--- src/rtl/nibble_add_sequencer.sv ---
// Purpose: 8-bit add done as two nibble passes through an external 4-bit ripple-carry adder.
// Latency: operands accepted at the end of cycle c give out_valid=1 in cycle c+3; one result per 4 cycles.
// Backpressure: result held in DONE until out_ready; in_ready is low from accept until the result is consumed.
module nibble_add_sequencer #(
    parameter int CNT_W = 8
) (
    input  logic             clk,
    input  logic             rst_n,
    input  logic             in_valid,
    output logic             in_ready,
    input  logic [7:0]       op_a,
    input  logic [7:0]       op_b,
    input  logic             op_cin,
    output logic [3:0]       rca_A,
    output logic [3:0]       rca_B,
    output logic             rca_Cin,
    input  logic [3:0]       rca_S,
    input  logic             rca_Cout,
    output logic             out_valid,
    input  logic             out_ready,
    output logic [7:0]       sum,
    output logic             cout,
    output logic             overflow,
    output logic [CNT_W-1:0] op_count
);

    typedef enum logic [1:0] {
        IDLE = 2'd0,
        LOW  = 2'd1,
        HIGH = 2'd2,
        DONE = 2'd3
    } state_t;

    state_t           state_q, state_d;
    logic [7:0]       a_q, a_d;
    logic [7:0]       b_q, b_d;
    logic             cin_q, cin_d;
    logic             c_mid_q, c_mid_d;
    logic [7:0]       sum_q, sum_d;
    logic             cout_q, cout_d;
    logic             ovf_q, ovf_d;
    logic [CNT_W-1:0] cnt_q, cnt_d;

    // State register and datapath registers; reset clears everything so the adder drive drops at once.
    always_ff @(posedge clk or negedge rst_n) begin
        if (!rst_n) begin
            state_q <= IDLE;
            a_q     <= 8'h00;
            b_q     <= 8'h00;
            cin_q   <= 1'b0;
            c_mid_q <= 1'b0;
            sum_q   <= 8'h00;
            cout_q  <= 1'b0;
            ovf_q   <= 1'b0;
            cnt_q   <= '0;
        end else begin
            state_q <= state_d;
            a_q     <= a_d;
            b_q     <= b_d;
            cin_q   <= cin_d;
            c_mid_q <= c_mid_d;
            sum_q   <= sum_d;
            cout_q  <= cout_d;
            ovf_q   <= ovf_d;
            cnt_q   <= cnt_d;
        end
    end

    // Next-state, adder drive and capture logic; every state holds all registers unless it captures.
    always_comb begin
        state_d   = state_q;
        a_d       = a_q;
        b_d       = b_q;
        cin_d     = cin_q;
        c_mid_d   = c_mid_q;
        sum_d     = sum_q;
        cout_d    = cout_q;
        ovf_d     = ovf_q;
        cnt_d     = cnt_q;
        in_ready  = 1'b0;
        out_valid = 1'b0;
        rca_A     = 4'h0;
        rca_B     = 4'h0;
        rca_Cin   = 1'b0;
        case (state_q)
            IDLE: begin
                in_ready = 1'b1;
                if (in_valid) begin
                    a_d     = op_a;
                    b_d     = op_b;
                    cin_d   = op_cin;
                    state_d = LOW;
                end
            end
            LOW: begin
                rca_A      = a_q[3:0];
                rca_B      = b_q[3:0];
                rca_Cin    = cin_q;
                sum_d[3:0] = rca_S;
                c_mid_d    = rca_Cout;
                state_d    = HIGH;
            end
            HIGH: begin
                rca_A      = a_q[7:4];
                rca_B      = b_q[7:4];
                rca_Cin    = c_mid_q;
                sum_d[7:4] = rca_S;
                cout_d     = rca_Cout;
                // Signed overflow: like-signed operands whose result sign (bit 7 = rca_S[3]) differs.
                ovf_d      = (a_q[7] == b_q[7]) && (rca_S[3] != a_q[7]);
                state_d    = DONE;
            end
            DONE: begin
                out_valid = 1'b1;
                if (out_ready) begin
                    cnt_d   = cnt_q + {{(CNT_W-1){1'b0}}, 1'b1};
                    state_d = IDLE;
                end
            end
            default: begin
                state_d = IDLE;
            end
        endcase
    end

    assign sum      = sum_q;
    assign cout     = cout_q;
    assign overflow = ovf_q;
    assign op_count = cnt_q;

endmodule
--- config.mk ---
export PLATFORM = sky130hd
export DESIGN_NAME = nibble_add_sequencer
export DESIGN_NICKNAME = d
export VERILOG_FILES = /design/src/rtl/nibble_add_sequencer.sv
export SDC_FILE = /design/constraint.sdc
export NUM_CORES = 1
export LEC_CHECK = 0
export BUFFER_PORTS_ARGS = -buffer_cell sky130_fd_sc_hd__buf_2
export CAP_MARGIN = 20
export CORE_ASPECT_RATIO = 1.5
export CORE_MARGIN = 3
export CORE_UTILIZATION = 50
export CTS_CLUSTER_SIZE = 24
export DETAILED_ROUTE_END_ITERATION = 6
export PLACE_DENSITY = 0.79
export REMOVE_ABC_BUFFERS = 1
export SYNTH_ARGS = -nofsm -noshare
export SYNTH_HDL_FRONTEND = slang
export SYNTH_SLANG_ARGS = --single-unit
--- constraint.sdc ---
create_clock -name clk -period 2.7 [get_ports clk]
set_input_delay 0.135 -clock clk [delete_from_list [all_inputs] [get_ports clk]]
set_output_delay 0.135 -clock clk [all_outputs]
set_load 0.05 [all_outputs]
; ---- After elaboration in Yosys (flattened, before gate mapping)
; Cells that the tools add are included.
; W data, S select, Z words.
[word_totals]
out_inout_bits = 29
elab_cells = 31
ff_bits = 38
[op_classes]
mux = 8
n_reduce_logical = 5
n_eq_ne = 7
n_addsub = 1
[ops]
columns = cell, count
row1 = $pmux W4 S2, 2
row2 = $add A8 B1 Y8 const B, 1
row3 = $pmux W2 S4, 1
row4 = $reduce_and A2 Y1, 3
row5 = $eq A2 B2 Y1 const B, 2
row6 = $mux W2, 2
row7 = $ne A2 B2 Y1 const B, 2
row8 = $eq A2 B1 Y1 const B, 1
row9 = $logic_not A2 Y1, 1
row10 = $mux W1, 2
row11 = $pmux W1 S2, 1
row12 = $eq A1 B1 Y1, 1
row13 = $logic_and A1 B1 Y1, 1
row14 = $ne A1 B1 Y1, 1

; ---- Longest topological paths before layout
; Gate-level depths: netlist (run 1).
[logic_depth]
ltp_word = 3
mapped_depth = 6
mapped_depth_nobuf = 5

; ---- Worst setup path after synthesis (run 1)
; OpenSTA, ideal clock, no wires.
[synth_timing]
kind = register to output
from = register state_q[0]
to = output port rca_A[1]
setup_slack_ns = 0.861
path_buffers = 2
path_stages_with_launch = 7
arrival_ns = 1.704
required_ns = 2.565
path_cell_list = dfrtp_1 inv_1 ha_1 buf_2 buf_6 a22oi_1 nor2b_1
[synth_via]
elab_chain_len = 2
word_cells_on_any_way = 3
cone_classes = eq/ne (2) / mux (1)
[synth_lines]
columns = element, line_no
row1 = start: declaration, 34  ; state_t state_q, state_d;
row2 = start signal: assignment, 57  ; state_q <= state_d;
row3 = $eq A2 B2 Y1 / $eq A2 B1 Y1 (equally long branches), 85  ; case (state_q)
row4 = $pmux W4 S2 *, 85
row5 = end: declaration, 14  ; output logic [3:0] rca_A,
; Every way passes the cells marked *; elsewhere a longest branch is shown, timed or not.

; ---- Worst setup path after layout (run 1)
[layout_timing]
from = register state_q[0]
to = output port rca_A[3]
; The elaborated chain is that of the path after synthesis.

==> metrics.cfg, run 1 <==
[final_layout]
num_antenna_cells=0
synthesis_to_finish_area_growth_pct=22.94
multiInputGateArea_sq_um=698.2
sequential_cell_area_sq_um=950.9
layoutNonFillerInstCount=225
final_layout_size_suffix_gt1_share_pct=49.19
final_nets=216
layout.filler_cells=266

[global_routing]
grt.total_usage_pct=18.81
grt_antenna_before_repair=0
largest_net_degree_at_the_start_of_global_routing=39
grt_first_pass_wirelength_mm=5.713
grt.overflow.total=0
grt_pass1_vias=1259

[timing]
final.setup.tns_ns=0
worstMarginPinSlew_ns=0.8168
achievable-frequency_ghz=0.4462
rsz_0062_raised_after_global_routing=false
timing_hold_violations_final=0
setup_viol=0
min_period_over_period_pct=83.00
clk_skew_ns=0.002433
tmin_final_ns=2.241
max-slew-margin-rel_pct=45.55
final-max-slew-violation-count=0

[min_path]
hold_depth=2
worst_hold_startpoint=op_b[1]
min_to=b_q[1]
hold_class=primary input to register

[setup_path]
timing.rr.end=sum[5]
worstRegToRegCells=3
r2r_start=state_q[0]
cp_cell_sequence=inv_1, ha_1, a22oi_1, nor2b_1, buf_2
criticalPathCategory=register to primary output
cp_slowest_cell=sky130_fd_sc_hd__ha_1
critical_path.endpoint_type=primary output
worst-path-max-fanout=17
cp_data_required_time_ns=2.57
cp.depth=5
startpoint_type=register
crit_family=adder cells
path_buf_inv=2
critical_path.max_stage_delay_ns=0.62
critical_path_arrival_ns=2.11
reg2reg_slack_ns=0.97

[floorplan]
chipWidth_um=53.56
fp.dieH_um=77.35
placementRows=25
start_util_pct=53.18
core-area_sq_um=3191
num_io_pins=55
design.die.area_sq_um=4143

[placed_design]
gp_routability_congestion=0.6898
dp_cells=216
place.detailed.hpwl_mm=2.577
port_buffer_cells=54

[cts]
clock_tree_from_tritoncts=done
cts_repair_resize_count=0
cts_buffers=5
sinks_on_the_clock_net=38
ctsLongestPathBuffers=2
clk-insertion-delay-late_ns=0.28
clk_pin_slew_ns=0.07
cts.htree.levels=2
root_buffer=sky130_fd_sc_hd__clkbuf_8

[route]
drt_wl_total_mm=3.411
drc=0
antenna_violating_nets_post_route=0
routed_wire_length_per_instance_um=15.16
drtPass1Iterations=4
route.vias.total=1181
post_drt_via_cell_ratio=5.249
starting_drc_count_in_detailed_routing=21

[status]
status=complete, no violations

[yosys]
postSynthAreaPerCell_sq_um=13.47
post_synth_num_cell_types=22
postSynthCellCount=126
synth.yosys.seq_area_share_pct=56.05
synthesis.area_sq_um=1697
synth_seq_cells=38
synth_warnings=0

[job]
maxcap_violations=0

[final cells by class]
class,instances,share of cell area [%]
flip-flops and latches,38,45.59
clock inverters,1,0.2400
well taps,40,2.400
repair buffers,55,13.44
clock buffers,7,4.139
multi-input cells,80,33.47
inverters,4,0.7199
[worst register-to-register path, stage by stage, from the launching register on]
cell and delay (ns):
sky130_fd_sc_hd__dfrtp_1 0.42, sky130_fd_sc_hd__inv_1 0.14, sky130_fd_sc_hd__ha_1 0.62, sky130_fd_sc_hd__mux2_2 0.43
[through the flow]
stage | hold WS (ns) | setup slack [ns] | utilization, % | instance area (sq um)
floorplan | -0.1606 | 0.7589 | - | 1664
global placement | 0.2667 | 0.8655 | 62.20 | 1984
detailed placement | 0.2742 | 0.7823 | 62.20 | 1984
CTS | 0.07213 | 0.4565 | 65.37 | 2086
global route | 0.06941 | 0.2898 | 65.37 | 2086
finish | 0.08281 | 0.4591 | 65.37 | 2086
[cell usage after synthesis, drive strengths merged]
cell type | instances | area, sq um
dfrtp | 38 | 950.9
mux2 | 29 | 326.6
a22oi | 9 | 67.56
nor2b | 9 | 56.30
ha | 6 | 75.07
nand2 | 6 | 30.03
xnor2 | 5 | 43.79
buf | 4 | 32.53
inv | 4 | 15.01
nor2 | 4 | 15.01
a21oi | 2 | 10.01
xor2 | 2 | 17.52
and3 | 1 | 6.260
and3b | 1 | 8.760
and4 | 1 | 8.760
mux2i | 1 | 10.01
nand3 | 1 | 5.000
nand4 | 1 | 6.260
nor3 | 1 | 5.000
o22ai | 1 | 6.260
[sequential cells by signal, summed over array words and instances (netlist names)]
register / cells
sum: 8
op_count: 8
c_mid_q: 1
cin_q: 1
state_q: 2
overflow: 1
cout: 1
a_q: 8
b_q: 8
[repair_timing]
item,in CTS,in global routing
setup endpoints to repair,0,0
buffers inserted,0,0
hold buffers,1,0
hold endpoints to repair,38,0
[metal layers]
metal / GRT usage (%) / share of wire, % / vias up
li1: - / - / 555
met4: 6.650 / 1.4 / 0
met2: 33.29 / 55 / 47
met3: 5.566 / 7.6 / 6
met5: 0 / 0 / -
met1: 20.23 / 36 / 573
[how the worst max path moves through the flow]
stage / start / slack, ns / end
detailed placement: state_q[0] / 0.78 / rca_A[3]
CTS: state_q[0] / 0.46 / rca_A[3]
global route: state_q[0] / 0.29 / rca_A[1]
finish: state_q[0] / 0.46 / rca_A[3]
global placement: state_q[0] / 0.87 / rca_Cin
floorplan: state_q[0] / 0.76 / rca_A[0]
[logic make-up (layout without fill, tap and decap cells)]
logic type | Yosys count | after routing | share of synthesized area, %
xor+xnor | 7 | 7 | 3.614
mux | 30 | 30 | 19.84
fa+ha+maj | 6 | 6 | 4.425
compound gates | 12 | 12 | 4.941
flops | 38 | 38 | 56.05
buf+inv | 8 | 67 | 2.802
simple gates | 25 | 25 | 8.333
[cells in the final DEF, fill, tap and decap left out]
cell type                        n
sky130_fd_sc_hd__a21oi_1         2
sky130_fd_sc_hd__a22oi_1         9
sky130_fd_sc_hd__and3_1          1
sky130_fd_sc_hd__and3b_1         1
sky130_fd_sc_hd__and4_1          1
sky130_fd_sc_hd__buf_2          54
sky130_fd_sc_hd__clkbuf_1        1
sky130_fd_sc_hd__clkbuf_8        6
sky130_fd_sc_hd__clkinv_2        1
sky130_fd_sc_hd__dfrtp_1        38
sky130_fd_sc_hd__dlygate4sd3_1   1
sky130_fd_sc_hd__ha_1            6
sky130_fd_sc_hd__inv_1           4
sky130_fd_sc_hd__mux2_2         29
sky130_fd_sc_hd__mux2i_1         1
sky130_fd_sc_hd__nand2_1         5
sky130_fd_sc_hd__nand2_4         1
sky130_fd_sc_hd__nand3_1         1
sky130_fd_sc_hd__nand4_1         1
sky130_fd_sc_hd__nor2_1          4
sky130_fd_sc_hd__nor2b_1         9
sky130_fd_sc_hd__nor3_1          1
sky130_fd_sc_hd__o22ai_1         1
sky130_fd_sc_hd__xnor2_1         5
sky130_fd_sc_hd__xor2_1          2
Power of run 1 is left out: the tool's default activity adds up to more than one toggle a clock period on the data nets, which glitch-free logic cannot reach.
==> run 2: changes to the inputs <==
==> constraint.sdc (replaced) <==
create_clock -name clk -period 2.1 [get_ports clk]
set_input_delay 0.105 -clock clk [delete_from_list [all_inputs] [get_ports clk]]
set_output_delay 0.105 -clock clk [all_outputs]
set_load 0.05 [all_outputs]
==> run 2 against run 1 <==
Die area stayed put; setup slack worse by 0.20 ns; sequential share of layout area is 0.19 points lower; register-to-register slack worse by 0.46 ns; global-route usage is 0.84 points higher; final cell count stayed put; final area is 0.42% higher; via count is 0.25% higher; first-iteration DRC count is 14% higher; hold slack worse by 0.034 ns; sequential cell count stayed put; critical endpoint unchanged; largest cell class unchanged; highest routed layer unchanged.
==> metrics.cfg, run 2 (synthesis results as in run 1) <==
[cts]
cts_buffers=5  ; unchanged
clk-insertion-delay-late_ns=0.29  ; about the same
ctsLongestPathBuffers=2  ; unchanged
clock_tree_from_tritoncts=done
root_buffer=sky130_fd_sc_hd__clkbuf_8
clk_pin_slew_ns=0.06  ; about the same
postCtsSetupRepairBufs=0  ; unchanged
cts.htree.levels=2  ; unchanged
sinks_on_the_clock_net=38  ; unchanged

[setup_path]
worstSetupEndpoint=rca_A[3]
timing.rr.end=state_q[1]
crit_start=state_q[1]
r2r_start=state_q[0]
worstRegToRegCells=5  ; +2
criticalPathCategory=register to primary output
critical_path.endpoint_type=primary output
cp_data_required_time_ns=2.00  ; -0.57 ns
reg2reg_slack_ns=0.51  ; -0.46 ns
startpoint_type=register
critical_path_arrival_ns=1.74  ; -0.37 ns
worst-path-max-fanout=14  ; -3

[status]
status=complete, no violations

[global_routing]
largest_net_degree_at_the_start_of_global_routing=39  ; unchanged
grt_pass1_vias=1239  ; -1.6%
grt.total_usage_pct=19.65  ; +0.84 points
grt_antenna_before_repair=0  ; unchanged
grt.overflow.total=0  ; unchanged
grt_first_pass_wirelength_mm=5.920  ; +3.6%

[floorplan]
start_util_pct=53.18  ; unchanged
placementRows=25  ; unchanged
num_io_pins=55  ; unchanged
core-area_sq_um=3191  ; unchanged
fp.dieH_um=77.35  ; unchanged
chipWidth_um=53.56  ; unchanged
design.die.area_sq_um=4143  ; unchanged

[final_layout]
mostFrequentLayoutCells=sky130_fd_sc_hd__buf_2, sky130_fd_sc_hd__dfrtp_1, sky130_fd_sc_hd__mux2_2, sky130_fd_sc_hd__a22oi_1, sky130_fd_sc_hd__nor2b_1
num_antenna_cells=0  ; unchanged
final_layout_size_suffix_gt1_share_pct=50.27  ; +1.1 points
synthesis_to_finish_area_growth_pct=23.45
final_cell_area_sq_um=2095  ; +0.42%
final_nets=218  ; +0.93%
layout_commonest_cell=sky130_fd_sc_hd__buf_2

[route]
route.vias.total=1184  ; +0.25%
antenna_violating_nets_post_route=0  ; unchanged
drt_wl_total_mm=3.464  ; +1.6%
routed_wire_length_per_instance_um=15.40  ; +1.6%
drtPass1Iterations=4  ; unchanged
drc=0  ; unchanged
starting_drc_count_in_detailed_routing=24  ; +14%
post_drt_via_cell_ratio=5.262  ; +0.25%

[timing]
rsz_0062_raised_after_global_routing=false
worstMarginPinSlew_ns=0.8314  ; +0.01462 ns
timing_hold_violations_final=0  ; unchanged
min_period_over_period_pct=87.88
final-max-slew-violation-count=0  ; unchanged
clk_skew_ns=0.004740  ; +0.002307 ns
tmin_final_ns=1.845
setup_viol=0  ; unchanged
whs_ns=0.04882  ; -0.03399 ns
final.setup.tns_ns=0  ; unchanged
achievable-frequency_ghz=0.5419
max-slew-margin-rel_pct=44.57  ; -0.97 points

[placed_design]
place.detailed.hpwl_mm=2.614  ; +1.4%
port_buffer_cells=54  ; unchanged
detailed_place.area_sq_um=1999  ; +0.76%
gp_routability_congestion=0.7399  ; +7.3%

[min_path]
hold_class=primary input to register

[job]
maxcap_violations=0  ; unchanged

run 2: worst max-delay path: stages (launching register included):
cell	delay [ns]
sky130_fd_sc_hd__dfrtp_1	0.41
sky130_fd_sc_hd__inv_1	0.11
sky130_fd_sc_hd__ha_2	0.38
sky130_fd_sc_hd__a22oi_1	0.12
sky130_fd_sc_hd__nor2b_1	0.14
sky130_fd_sc_hd__buf_2	0.28
run 2: how the worst min path moves through the flow:
stage	startpoint	end	slack (ns)	cells after the start
after global routing	op_b[3]	b_q[3]	0.04	2
final	op_b[0]	b_q[0]	0.05	2
after floorplan	rst_n	a_q[0]	-0.19	0
after CTS	op_b[1]	b_q[1]	0.04	2
after global placement	rst_n	overflow	0.24	1
after detailed placement	rst_n	op_count[7]	0.25	1
run 2: stage by stage:
| step | std cells | worst slack, ns | util (%) |
|---|---|---|---|
| global route | 225 | 0.1310 | 65.65 |
| finish | 225 | 0.2545 | 65.65 |
| global placement | 218 | 0.4144 | 62.67 |
| detailed placement | 218 | 0.3608 | 62.67 |
| floorplan | 122 | 0.1889 | - |
| CTS | 225 | 0.01276 | 65.57 |
run 2: what timing repair did:
action                                  4_1_cts  5_1_grt
gates resized for setup                       0        1
hold buffers                                  1        0
endpoints found under the setup margin        0        9
hold endpoints to repair                     38        0
run 2: area by class of cell:
type | instances | area (sq um)
inverters | 4 | 15.01
well taps | 40 | 50.05
repair buffers | 57 | 295.3
flip-flops and latches | 38 | 950.9
multi-input cells | 80 | 700.7
clock buffers | 6 | 82.58
fillers | 273 | 1096
run 2: per-layer routing:
| metal | global-route usage [%] | part of all wire, % |
|---|---|---|
| met1 | 22.24 | 38 |
| met2 | 33.05 | 55 |
| met3 | 6.526 | 6.3 |
| met4 | 7.417 | 1.6 |
| met5 | 0 | 0 |
Power of run 2 is left out for the same reason.
==> run 3: changes to the inputs <==
==> constraint.sdc (replaced) <==
create_clock -name clk -period 2.37 [get_ports clk]
set_input_delay 0.1185 -clock clk [delete_from_list [all_inputs] [get_ports clk]]
set_output_delay 0.1185 -clock clk [all_outputs]
set_load 0.05 [all_outputs]
==> run 3 against run 2 <==
Final area increased by 2.4%; first-iteration DRC count up 17%; critical path depth stayed put; sequential share of layout area fell by 1.1 points; wire length increased by 0.32%; register-to-register slack better by 0.19 ns; clock skew barely moved.
==> metrics.cfg, run 3 (synthesis results as in run 1) <==
[setup_path]
critical_path.endpoint_type=primary output
criticalPathCategory=register to primary output
critical_path_arrival_ns=1.95  ; +0.21 ns
startpoint_type=register
worst-path-max-fanout=14  ; unchanged
cp_data_required_time_ns=2.25  ; +0.25 ns
worstRegToRegCells=4  ; -1

[route]
antenna_violating_nets_post_route=0  ; unchanged
drtPass1Iterations=4  ; unchanged
route.vias.total=1175  ; -0.76%
starting_drc_count_in_detailed_routing=28  ; +17%
drc=0  ; unchanged
drt_wl_total_mm=3.475  ; +0.32%
routed_wire_length_per_instance_um=15.38  ; -0.13%
post_drt_via_cell_ratio=5.199  ; -1.2%

[floorplan]
chipWidth_um=53.56  ; unchanged
fp.dieH_um=77.35  ; unchanged
placementRows=25  ; unchanged
design.die.area_sq_um=4143  ; unchanged
start_util_pct=53.18  ; unchanged
core-area_sq_um=3191  ; unchanged
num_io_pins=55  ; unchanged

[cts]
clk-insertion-delay-late_ns=0.29  ; about the same
postCtsSetupRepairBufs=0  ; unchanged
ctsLongestPathBuffers=2  ; unchanged
cts_repair_resize_count=0  ; unchanged
clock_tree_from_tritoncts=done
sinks_on_the_clock_net=38  ; unchanged
post_cts_hold_buffer_count=1  ; unchanged
root_buffer=sky130_fd_sc_hd__clkbuf_8
cts_buffers=5  ; unchanged
clk_pin_slew_ns=0.08  ; +0.02 ns
cts.htree.levels=2  ; unchanged

[timing]
tmin_final_ns=2.066
clk_skew_ns=0.004736  ; -0.000003940 ns
final.setup.tns_ns=0  ; unchanged
rsz_0062_raised_after_global_routing=false
max-slew-margin-rel_pct=44.79  ; +0.22 points
achievable-frequency_ghz=0.4841
min_period_over_period_pct=87.16
timing_hold_violations_final=0  ; unchanged
worstMarginPinSlew_ns=0.8282  ; -0.003236 ns
setup_viol=0  ; unchanged
final-max-slew-violation-count=0  ; unchanged

[global_routing]
grt_antenna_before_repair=0  ; unchanged
grt_first_pass_wirelength_mm=5.837  ; -1.4%
largest_net_degree_at_the_start_of_global_routing=39  ; unchanged
met2_usage_pct=32.68  ; -0.37 points
grt.busiest_layer=met2
grtUsageMet1_pct=22.38  ; +0.14 points
grt.total_usage_pct=19.22  ; -0.43 points
grt.overflow.total=0  ; unchanged
grt.met3_usage_pct=5.182  ; -1.3 points
grt_pass1_vias=1233  ; -0.48%

[placed_design]
port_buffer_cells=54  ; unchanged
gp_routability_congestion=0.6622  ; -11%
dp_cells=217  ; -0.46%
place.detailed.hpwl_mm=2.561  ; -2.0%

[final_layout]
synthesis_to_finish_area_growth_pct=26.40
multiInputGateArea_sq_um=698.2  ; -0.36%
mostFrequentLayoutCells=sky130_fd_sc_hd__buf_2, sky130_fd_sc_hd__dfrtp_1, sky130_fd_sc_hd__mux2_2, sky130_fd_sc_hd__a22oi_1, sky130_fd_sc_hd__nor2b_1
sequential_cell_area_sq_um=950.9  ; unchanged
layout.filler_cells=248  ; -9.2%
final_layout_size_suffix_gt1_share_pct=50.00  ; -0.27 points
num_antenna_cells=0  ; unchanged
final_nets=217  ; -0.46%
layoutNonFillerInstCount=226  ; +0.44%
layout_commonest_cell=sky130_fd_sc_hd__buf_2

[status]
status=complete, no violations

[min_path]
hold_depth=2  ; unchanged
hold_class=primary input to register

[job]
maxcap_violations=0  ; unchanged

run 3: changes by cell type in the layout (fill, tap and decap cells not counted):
cell,previous run,this run
sky130_fd_sc_hd__ha_2,1,0
sky130_fd_sc_hd__ha_1,5,6
sky130_fd_sc_hd__bufinv_16,0,2
sky130_fd_sc_hd__buf_4,2,1
run 3: stage by stage:
step / setup WS (ns) / hold slack [ns] / instance area [sq um] / util [%]
6_report: 0.3042 / 0.05992 / 2145 / 67.22
5_1_grt: 0.1719 / 0.05810 / 2145 / 67.22
4_1_cts: 0.2795 / 0.05267 / 2145 / 67.22
3_5_place_dp: 0.6144 / 0.2705 / 1992 / 62.43
3_3_place_gp: 0.6915 / 0.2526 / 1992 / 62.43
2_1_floorplan: 0.4454 / -0.1771 / 1664 / -
run 3: final timing paths:
kind                          endpoint  slack, ns        start
hold / removal                  b_q[4]       0.06      op_b[4]
max in group asynchronous  op_count[1]       1.38        rst_n
hold reg to reg            op_count[7]       0.50  op_count[7]
setup reg to reg                sum[5]       0.70   state_q[0]
setup / recovery              rca_A[3]       0.30   state_q[1]
min in group asynchronous  op_count[7]       0.47        rst_n
run 3: cell type report:
cell class,instances,share of cell area [%]
Clock buffer,6,3.851
Clock inverter,2,2.800
Inverter,4,0.7001
Multi-Input combinational cell,80,32.56
Sequential cell,38,44.34
Tap cell,40,2.334
Timing Repair Buffer,56,13.42
run 3: metal layers:
| metal | vias up | wire length, um | share of wire [%] |
|---|---|---|---|
| met5 | - | 0 | 0 |
| met1 | 578 | 1348 | 39 |
| li1 | 554 | - | - |
| met3 | 6 | 200 | 5.8 |
| met4 | 0 | 61 | 1.8 |
| met2 | 37 | 1864 | 54 |
run 3: worst max-delay path, cell delays in order, from the launching register on:
cell	delay, ns
sky130_fd_sc_hd__dfrtp_1	0.41
sky130_fd_sc_hd__inv_1	0.12
sky130_fd_sc_hd__ha_1	0.53
sky130_fd_sc_hd__a22oi_1	0.15
sky130_fd_sc_hd__nor2b_1	0.16
sky130_fd_sc_hd__buf_2	0.28
Power of run 3 is left out for the same reason.
